### config.mk
export PLATFORM = sky130hd
export DESIGN_NAME = ram_loader_flat
export DESIGN_NICKNAME = d
export VERILOG_FILES = /design/src/rtl/ram_loader_pkg.sv /design/src/rtl/ram_loader_if.sv /design/src/rtl/ram_loader_addr_counter.sv /design/src/rtl/ram_loader.sv /design/src/flat_wrapper.sv
export SDC_FILE = /design/constraint.sdc
export NUM_CORES = 1
export LEC_CHECK = 0
export ABC_AREA = 1
export BUFFER_PORTS_ARGS = -buffer_cell sky130_fd_sc_hd__buf_4
export CAP_MARGIN = 20
export CORE_AREA = 3 3 53 55
export CTS_BUF_LIST = sky130_fd_sc_hd__clkbuf_4 sky130_fd_sc_hd__clkbuf_8
export DETAILED_ROUTE_END_ITERATION = 16
export DIE_AREA = 0 0 56 58
export GPL_ROUTABILITY_DRIVEN = 0
export HOLD_SLACK_MARGIN = 0.08
export PLACE_DENSITY = 0.83
export SYNTH_ARGS = -nofsm -noshare
export SYNTH_HDL_FRONTEND = slang
export SYNTH_HIERARCHICAL = 1
export SYNTH_SLANG_ARGS = --single-unit
### constraint.sdc
create_clock -name clk -period 4.35 [get_ports clk]
set_clock_uncertainty 0.05 [all_clocks]
set_input_delay 0.87 -clock clk [delete_from_list [all_inputs] [get_ports clk]]
set_output_delay 0.87 -clock clk [all_outputs]
set_load 0.05 [all_outputs]
### src/rtl/ram_loader_pkg.sv
// Shared types, constants and checksum helper for ram_loader.
// The VERIFY state exists only when RAM_LOADER_VERIFY_EN is defined.
package ram_loader_pkg;
  localparam int DATA_W        = 16;
  localparam int DEFAULT_DEPTH = 64;

`ifdef RAM_LOADER_VERIFY_EN
  typedef enum logic [1:0] {
    S_IDLE   = 2'd0,
    S_LOAD   = 2'd1,
    S_VERIFY = 2'd2,
    S_DONE   = 2'd3
  } state_t;
`else
  typedef enum logic [1:0] {
    S_IDLE = 2'd0,
    S_LOAD = 2'd1,
    S_DONE = 2'd3
  } state_t;
`endif

  function automatic logic [DATA_W-1:0] csum_step(input logic [DATA_W-1:0] acc,
                                                  input logic [DATA_W-1:0] word);
    return acc ^ word;
  endfunction
endpackage

### src/rtl/ram_loader_if.sv
// Source stream and RAM write/read bus of ram_loader.
// master = the loader, slave = source plus RAM.
interface ram_loader_if #(parameter int ADDR_W = 6);
  import ram_loader_pkg::*;

  logic              in_valid;
  logic [DATA_W-1:0] in_data;
  logic              in_ready;
  logic              mem_load;
  logic [ADDR_W-1:0] mem_address;
  logic [DATA_W-1:0] mem_data_in;
  logic [DATA_W-1:0] mem_data_out;

  modport master (
    input  in_valid, in_data, mem_data_out,
    output in_ready, mem_load, mem_address, mem_data_in
  );

  modport slave (
    output in_valid, in_data, mem_data_out,
    input  in_ready, mem_load, mem_address, mem_data_in
  );
endinterface

### src/rtl/ram_loader_addr_counter.sv
// Up-counter with clear and enable. It flags the terminal count at DEPTH-1 and
// wraps to 0 there, so the address never passes the last word.
module addr_counter #(
  parameter int ADDR_W = 6,
  parameter int DEPTH  = 64
) (
  input  logic              clk,
  input  logic              rst,
  input  logic              clr,
  input  logic              en,
  output logic [ADDR_W-1:0] addr,
  output logic              tc
);
  localparam logic [ADDR_W-1:0] LAST = ADDR_W'(DEPTH - 1);

  assign tc = (addr == LAST);

  always_ff @(posedge clk or posedge rst) begin
    if (rst)       addr <= '0;
    else if (clr)  addr <= '0;
    else if (en)   addr <= tc ? '0 : addr + 1'b1;
  end
endmodule

### src/rtl/ram_loader.sv
// Streams DEPTH words from a valid/ready source into a RAM.
// Defining RAM_LOADER_VERIFY_EN adds an XOR-checksum read-back pass with error/err_addr.
//
//   state    | meaning
//   S_IDLE   | waiting for start (after reset or abort)
//   S_LOAD   | accepting words, one write per handshake
//   S_VERIFY | reading back 0..DEPTH-1 and checksumming (macro only)
//   S_DONE   | last transfer complete, done held until start
module ram_loader
  import ram_loader_pkg::*;
#(
  parameter int DEPTH  = DEFAULT_DEPTH,
  parameter int ADDR_W = 6
) (
  input  logic              clk,
  input  logic              rst,
  input  logic              start,
  input  logic              abort,
  ram_loader_if.master      bus,
  output logic              busy,
  output logic              done,
  output logic [ADDR_W:0]   count
`ifdef RAM_LOADER_VERIFY_EN
  ,
  output logic              error,
  output logic [ADDR_W-1:0] err_addr
`endif
);
  state_t            state, state_nxt;
  logic [ADDR_W-1:0] addr;
  logic              tc;
  logic              cnt_clr;
  logic              cnt_en;
  logic              hs;

  addr_counter #(.ADDR_W(ADDR_W), .DEPTH(DEPTH)) u_addr_counter (
    .clk  (clk),
    .rst  (rst),
    .clr  (cnt_clr),
    .en   (cnt_en),
    .addr (addr),
    .tc   (tc)
  );

  assign hs               = (state == S_LOAD) && bus.in_valid;
  assign bus.mem_address  = addr;
  assign bus.mem_data_in  = bus.in_data;
`ifdef RAM_LOADER_VERIFY_EN
  assign busy = (state == S_LOAD) || (state == S_VERIFY);
`else
  assign busy = (state == S_LOAD);
`endif
  assign done = (state == S_DONE);

  always_ff @(posedge clk or posedge rst) begin
    if (rst) state <= S_IDLE;
    else     state <= state_nxt;
  end

  // Strobes depend on state, so an async reset drops mem_load immediately.
  always_comb begin
    state_nxt    = state;
    cnt_clr      = 1'b0;
    cnt_en       = 1'b0;
    bus.in_ready = 1'b0;
    bus.mem_load = 1'b0;
    case (state)
      S_IDLE, S_DONE: begin
        if (start) begin
          state_nxt = S_LOAD;
          cnt_clr   = 1'b1;
        end
      end
      S_LOAD: begin
        bus.in_ready = 1'b1;
        bus.mem_load = bus.in_valid;
        cnt_en       = bus.in_valid;
        if (abort)
          state_nxt = S_IDLE;
        else if (bus.in_valid && tc)
`ifdef RAM_LOADER_VERIFY_EN
          state_nxt = S_VERIFY;
`else
          state_nxt = S_DONE;
`endif
      end
`ifdef RAM_LOADER_VERIFY_EN
      S_VERIFY: begin
        cnt_en = 1'b1;
        if (abort)   state_nxt = S_IDLE;
        else if (tc) state_nxt = S_DONE;
      end
`endif
      default: state_nxt = S_IDLE;
    endcase
  end

  always_ff @(posedge clk or posedge rst) begin
    if (rst)          count <= '0;
    else if (cnt_clr) count <= '0;
    else if (hs)      count <= count + 1'b1;
  end

`ifdef RAM_LOADER_VERIFY_EN
  logic [DATA_W-1:0] load_sum;
  logic [DATA_W-1:0] verify_sum;
  logic [DATA_W-1:0] verify_sum_nxt;

  assign verify_sum_nxt = csum_step(verify_sum, bus.mem_data_out);

  // The final read-back word is folded in combinationally for the end-of-pass compare.
  always_ff @(posedge clk or posedge rst) begin
    if (rst) begin
      load_sum   <= '0;
      verify_sum <= '0;
      error      <= 1'b0;
      err_addr   <= '0;
    end else if (cnt_clr) begin
      load_sum   <= '0;
      verify_sum <= '0;
      error      <= 1'b0;
      err_addr   <= '0;
    end else begin
      if (hs)
        load_sum <= csum_step(load_sum, bus.in_data);
      if (state == S_VERIFY) begin
        verify_sum <= verify_sum_nxt;
        if (tc && !abort && (verify_sum_nxt != load_sum)) begin
          error    <= 1'b1;
          err_addr <= addr;
        end
      end
    end
  end
`endif
endmodule

### src/flat_wrapper.sv
// flat-port wrapper written by rule: the top's interface ports become plain ports
module ram_loader_flat import ram_loader_pkg::*;
#(
  parameter int DEPTH  = DEFAULT_DEPTH,
  parameter int ADDR_W = 6
)
  (clk, rst, start, abort, busy, done, count, bus_in_valid, bus_in_data, bus_mem_data_out, bus_in_ready, bus_mem_load, bus_mem_address, bus_mem_data_in);
  ram_loader_if #(.ADDR_W(ADDR_W)) bus_i ();
  input  logic clk;
  input  logic rst;
  input  logic start;
  input  logic abort;
  output logic busy;
  output logic done;
  output logic [ADDR_W:0] count;
  input wire logic [$bits(bus_i.in_valid)-1:0] bus_in_valid;
  input wire logic [$bits(bus_i.in_data)-1:0] bus_in_data;
  input wire logic [$bits(bus_i.mem_data_out)-1:0] bus_mem_data_out;
  output wire logic [$bits(bus_i.in_ready)-1:0] bus_in_ready;
  output wire logic [$bits(bus_i.mem_load)-1:0] bus_mem_load;
  output wire logic [$bits(bus_i.mem_address)-1:0] bus_mem_address;
  output wire logic [$bits(bus_i.mem_data_in)-1:0] bus_mem_data_in;
  assign bus_i.in_valid = bus_in_valid;
  assign bus_i.in_data = bus_in_data;
  assign bus_i.mem_data_out = bus_mem_data_out;
  assign bus_in_ready = bus_i.in_ready;
  assign bus_mem_load = bus_i.mem_load;
  assign bus_mem_address = bus_i.mem_address;
  assign bus_mem_data_in = bus_i.mem_data_in;
  ram_loader #(.DEPTH(DEPTH), .ADDR_W(ADDR_W)) u_core (.clk(clk), .rst(rst), .start(start), .abort(abort), .bus(bus_i), .busy(busy), .done(done), .count(count));
endmodule
# Word-level counts from Yosys, hierarchy flattened
# Index checks and enable logic that the tools add are counted.
# Widths: inputs -> output; s select.
# word_totals
in_bits,37
romBits,0
output_inout_bits,33
register_bits,15
n_memories,0
latchBits,0
wordCells,30
ramBits,0
# classes
mux,13
eq_ne,5
n_mul,0
magnitude_cmp,0
addsub,2
reduce_logical,7
n_div,0
shifts,0
n_bitwise,0
# op_table
operator,count
$mux 6,3
$mux 7,2
$add 7x1->7 const B,1
$add 6x1->6 const B,1
$eq 6x6->1 const B,1
$mux 2,3
$mux 1,4
$pmux 2 s2,1
$reduce_bool 2->1,2
$ne 3x2->1 const B,1
$eq 2x1->1 const B,1
$eq 2x2->1 const B,1
$logic_and 1x1->1,2
$logic_not 2->1,1
$ne 2x2->1 const B,1
$reduce_and 2->1,1
$reduce_or 2->1,1

# Longest topological paths before layout
# logic_depth
ltp_word,5
depth_mapped,10
ltp_nobuf,10

# Cells and area by module
# Netlist, hierarchy kept.
# by_module_without_submodules
module,instances,cells_each,area_each_um2,seq_area_each_um2
ram_loader,1,90,706.9,225.2
addr_counter,1,53,372.9,150.1

# Worst setup path after synthesis
# No wires, ideal clock.
# synth_path
path_type,register to output
from,reg u_core.state[1]
to,out bus_mem_load
stages_incl_launch_ff,5
path_slack_ns,1.949
arrival_time_ns,1.481
path_buffers,0
required_time_ns,3.430
path_cell_list,dfrtp_1 inv_1 ha_1 nand2_4 inv_2
# synth_between
elab_chain_len,2
# synth_lines
element,line_no,text
from (decl),ram_loader.sv:29,"state_t state, state_nxt;"
from (signal assigned),ram_loader.sv:57,else state <= state_nxt;
$eq 2x1->1,ram_loader.sv:67,case (state)
$mux 1,ram_loader.sv:67,
to (decl),flat_wrapper.sv:20,output wire logic [$bits(bus_i.mem_load)-1:0] bus_mem_load;
# Every way passes these cells.

# Worst setup path in the final report
# Same ends and word-level chain as after synthesis.

==> flow_metrics.env <==
export IMPL_synth_cell_types=24
export IMPL_avgSynthCellArea_um2=7.55
export IMPL_finalWirelength_um=2000
export IMPL_dieArea_um2=3250
export IMPL_finalCritPeriodShare_pct=57.4
export IMPL_dpl_cell_area_um2=1150
export IMPL_crit_arrival_ns=1.58
export IMPL_grt_use_total_pct=13.0
export IMPL_synth_cells=143
export IMPL_drc=0
export IMPL_synth_seq_cells=15
export IMPL_cts_sinks=15
export IMPL_yosysWarnings=6
export IMPL_clk_pin_slew_ns=0.09
export IMPL_finalNetCount=194
export IMPL_final_max_slew_viol_count=0
export IMPL_grt_ovfl_total=0
export IMPL_cts_tree="done"
export IMPL_synth_area_leaders="dfrtp_1 35%, buf_4 12%, nand2_1 11%, inv_1 7.6%, ha_1 5.8%"
export IMPL_die_h_um=58
export IMPL_setup_viol=0
export IMPL_slew_headroom_pct=76.1
export IMPL_max_stage_delay_ns=0.42
export IMPL_synth_largest_area_cell="dfrtp_1"
export IMPL_irDropWorstVdd_v=0.000387
export IMPL_slowest_stage="dfrtp_1"
export IMPL_clockRootBuffer="clkbuf_4"
export IMPL_coreArea_um2=2430
export IMPL_grt_pass1_wl_um=3430
export IMPL_hold_violations=0
export IMPL_nFillCells=238
export IMPL_min_path_type="in -> async"
export IMPL_post_drt_wl_per_cell_um=11.0
export IMPL_cp_end_kind="primary output"
export IMPL_placedCellCount=177
export IMPL_cts_buffer_depth=2
export IMPL_start_kind="register"
export IMPL_fmax_mhz=401
export IMPL_drt_initial_drc_count=12
export IMPL_final_area_um2=1180
export IMPL_holdBufCountCts=0
export IMPL_cap_violations=0
export IMPL_clock_latency_ns=0.28
export IMPL_fin_crit_ns=2.50
export IMPL_die_x_um=56
export IMPL_io_buffers=21
export IMPL_leakagePower_uw=0.000664
export IMPL_ctsHtreeMaxLevel=1
export IMPL_setup_tns_ns=0
export IMPL_rsz0062_at_grt="no"
export IMPL_postSynthNetCount=185
export IMPL_synth_seq_area_share_pct=34.8
export IMPL_status="finished, final reports clean"
export IMPL_tightest_slew_ns=0.358
export IMPL_rows=18
export IMPL_pin_count=70
export IMPL_fin_cells=181
export IMPL_power_uw=651
export IMPL_cp_required_ns=3.43
export IMPL_place_hpwl_um=1570
export IMPL_area_growth_pct=9.04
export IMPL_post_drt_via_cell_ratio=4.83
export IMPL_dr_pass1_iters=4
export IMPL_post_synth_instance_area_um2=1080
export IMPL_n_antenna_cell=0
export IMPL_path_cells="inv_1, ha_1, nand2_4, inv_2, buf_4"
export IMPL_power_density_nw_per_um2=553
export IMPL_cts_buffers=3
export IMPL_initial_core_util_pct=44.4
export IMPL_antenna_found_initial=0
export IMPL_drive_gt1_share_pct=30.5
export IMPL_crit_type="reg -> out"
export IMPL_worstPathMaxFanout=10
export IMPL_num_vias=875
export IMPL_ant_nets=0
export IMPL_final_cell_mix="31 x nand2_1, 22 x inv_1, 21 x buf_4"
export IMPL_final_common_cell="nand2_1"
export IMPL_synth_top_area_share_pct=34.8
export IMPL_grt_max_degree=11
export IMPL_cts_resized=0
export IMPL_post_cts_setup_buffers=0
export IMPL_first_global_vias=831
## worst max-delay path, delay by kind of cell (launching register included)
family                   cells  cell delay [ns]
AND/OR/NAND/NOR              1             0.14
buffers and inverters        3             0.48
flip-flops                   1             0.42
adder cells (fa/ha/maj)      1             0.25
## logic make-up (layout without fill, tap and decap cells)
kind of cell	count (synthesis)	in the layout	synth area share, %
AND/OR/NAND/NOR	70	70	33.3
buffers and inverters	42	50	20.5
flip-flops	15	15	34.8
AO/OA/AOI/OAI	11	11	5.68
adder cells (fa/ha/maj)	5	5	5.79
## final timing paths
path | start | endpoint | slack (ns) | depth (start not counted)
worst max-delay path | u_core/state[1] | bus_mem_load | 1.85 | 5
worst min-delay path | rst | u_core/u_addr_counter/addr[5] | 0.45 | 2
worst max register to register | u_core/state[0] | u_core/u_addr_counter/addr[0] | 2.62 | 9
worst min register to register | u_core/count[2] | u_core/count[2] | 0.48 | 1
max in group asynchronous | rst | u_core/count[3] | 3.49 | 2
min in group clk | u_core/count[2] | u_core/count[2] | 0.48 | 1
## routing by layer
layer  wire, um  track usage (%)  share of wire (%)  vias to the layer above
met5          0                0                  0                        -
met3        170             5.12                8.5                        8
met1        801             14.5                 40                      400
met4         34             3.39                1.7                        0
met2        992             23.4                 50                       29
li1           -                -                  -                      438
## flip-flops by register name, summed over array words and instances (netlist names)
name                        flops
u_core/count                    7
u_core/u_addr_counter/addr      6
u_core/state                    2
## Yosys cell counts
cell type  instances
nor2_8             1
o21ai_1            2
nor2_1            11
nor2_2             9
nand3_1            6
clkinv_1           1
nor3_1             1
and3_1             1
a21oi_2            1
nand4_1            2
nand2_2            3
inv_1             22
dfrtp_1           15
nor2_4             1
nand2_4            1
buf_4             17
nand3_2            2
ha_1               5
o21ai_0            3
nand2_1           31
nor3_2             1
inv_2              2
a21boi_1           1
a21oi_1            4
## metrics by stage
| step | util [%] | worst slack, ns | hold WS, ns |
|---|---|---|---|
| 3_5_place_dp | 47.2 | 1.94 | 0.465 |
| 5_1_grt | 48.4 | 1.74 | 0.461 |
| 6_report | 48.4 | 1.85 | 0.454 |
| 3_3_place_gp | 47.2 | 1.95 | 0.468 |
| 4_1_cts | 48.4 | 1.83 | 0.459 |
| 2_1_floorplan | - | 1.95 | 0.469 |
## where the power goes
part	leakage, uW	total, uW	switching [uW]	internal, uW
registers	0.000204	199	32.1	167
logic	0.000442	364	260	104
clock network	0.0000184	88.5	46.7	41.8
## cell type report
class,instances,area (um^2),share of cell area [%]
Tap cell,30,37.5,3.19
Multi-Input combinational cell,86,483,41.0
Sequential cell,15,375,31.9
Clock buffer,4,30.0,2.55
Timing Repair Buffer,21,158,13.4
Inverter,25,93.8,7.97
(Power assumes the default switching activity.)
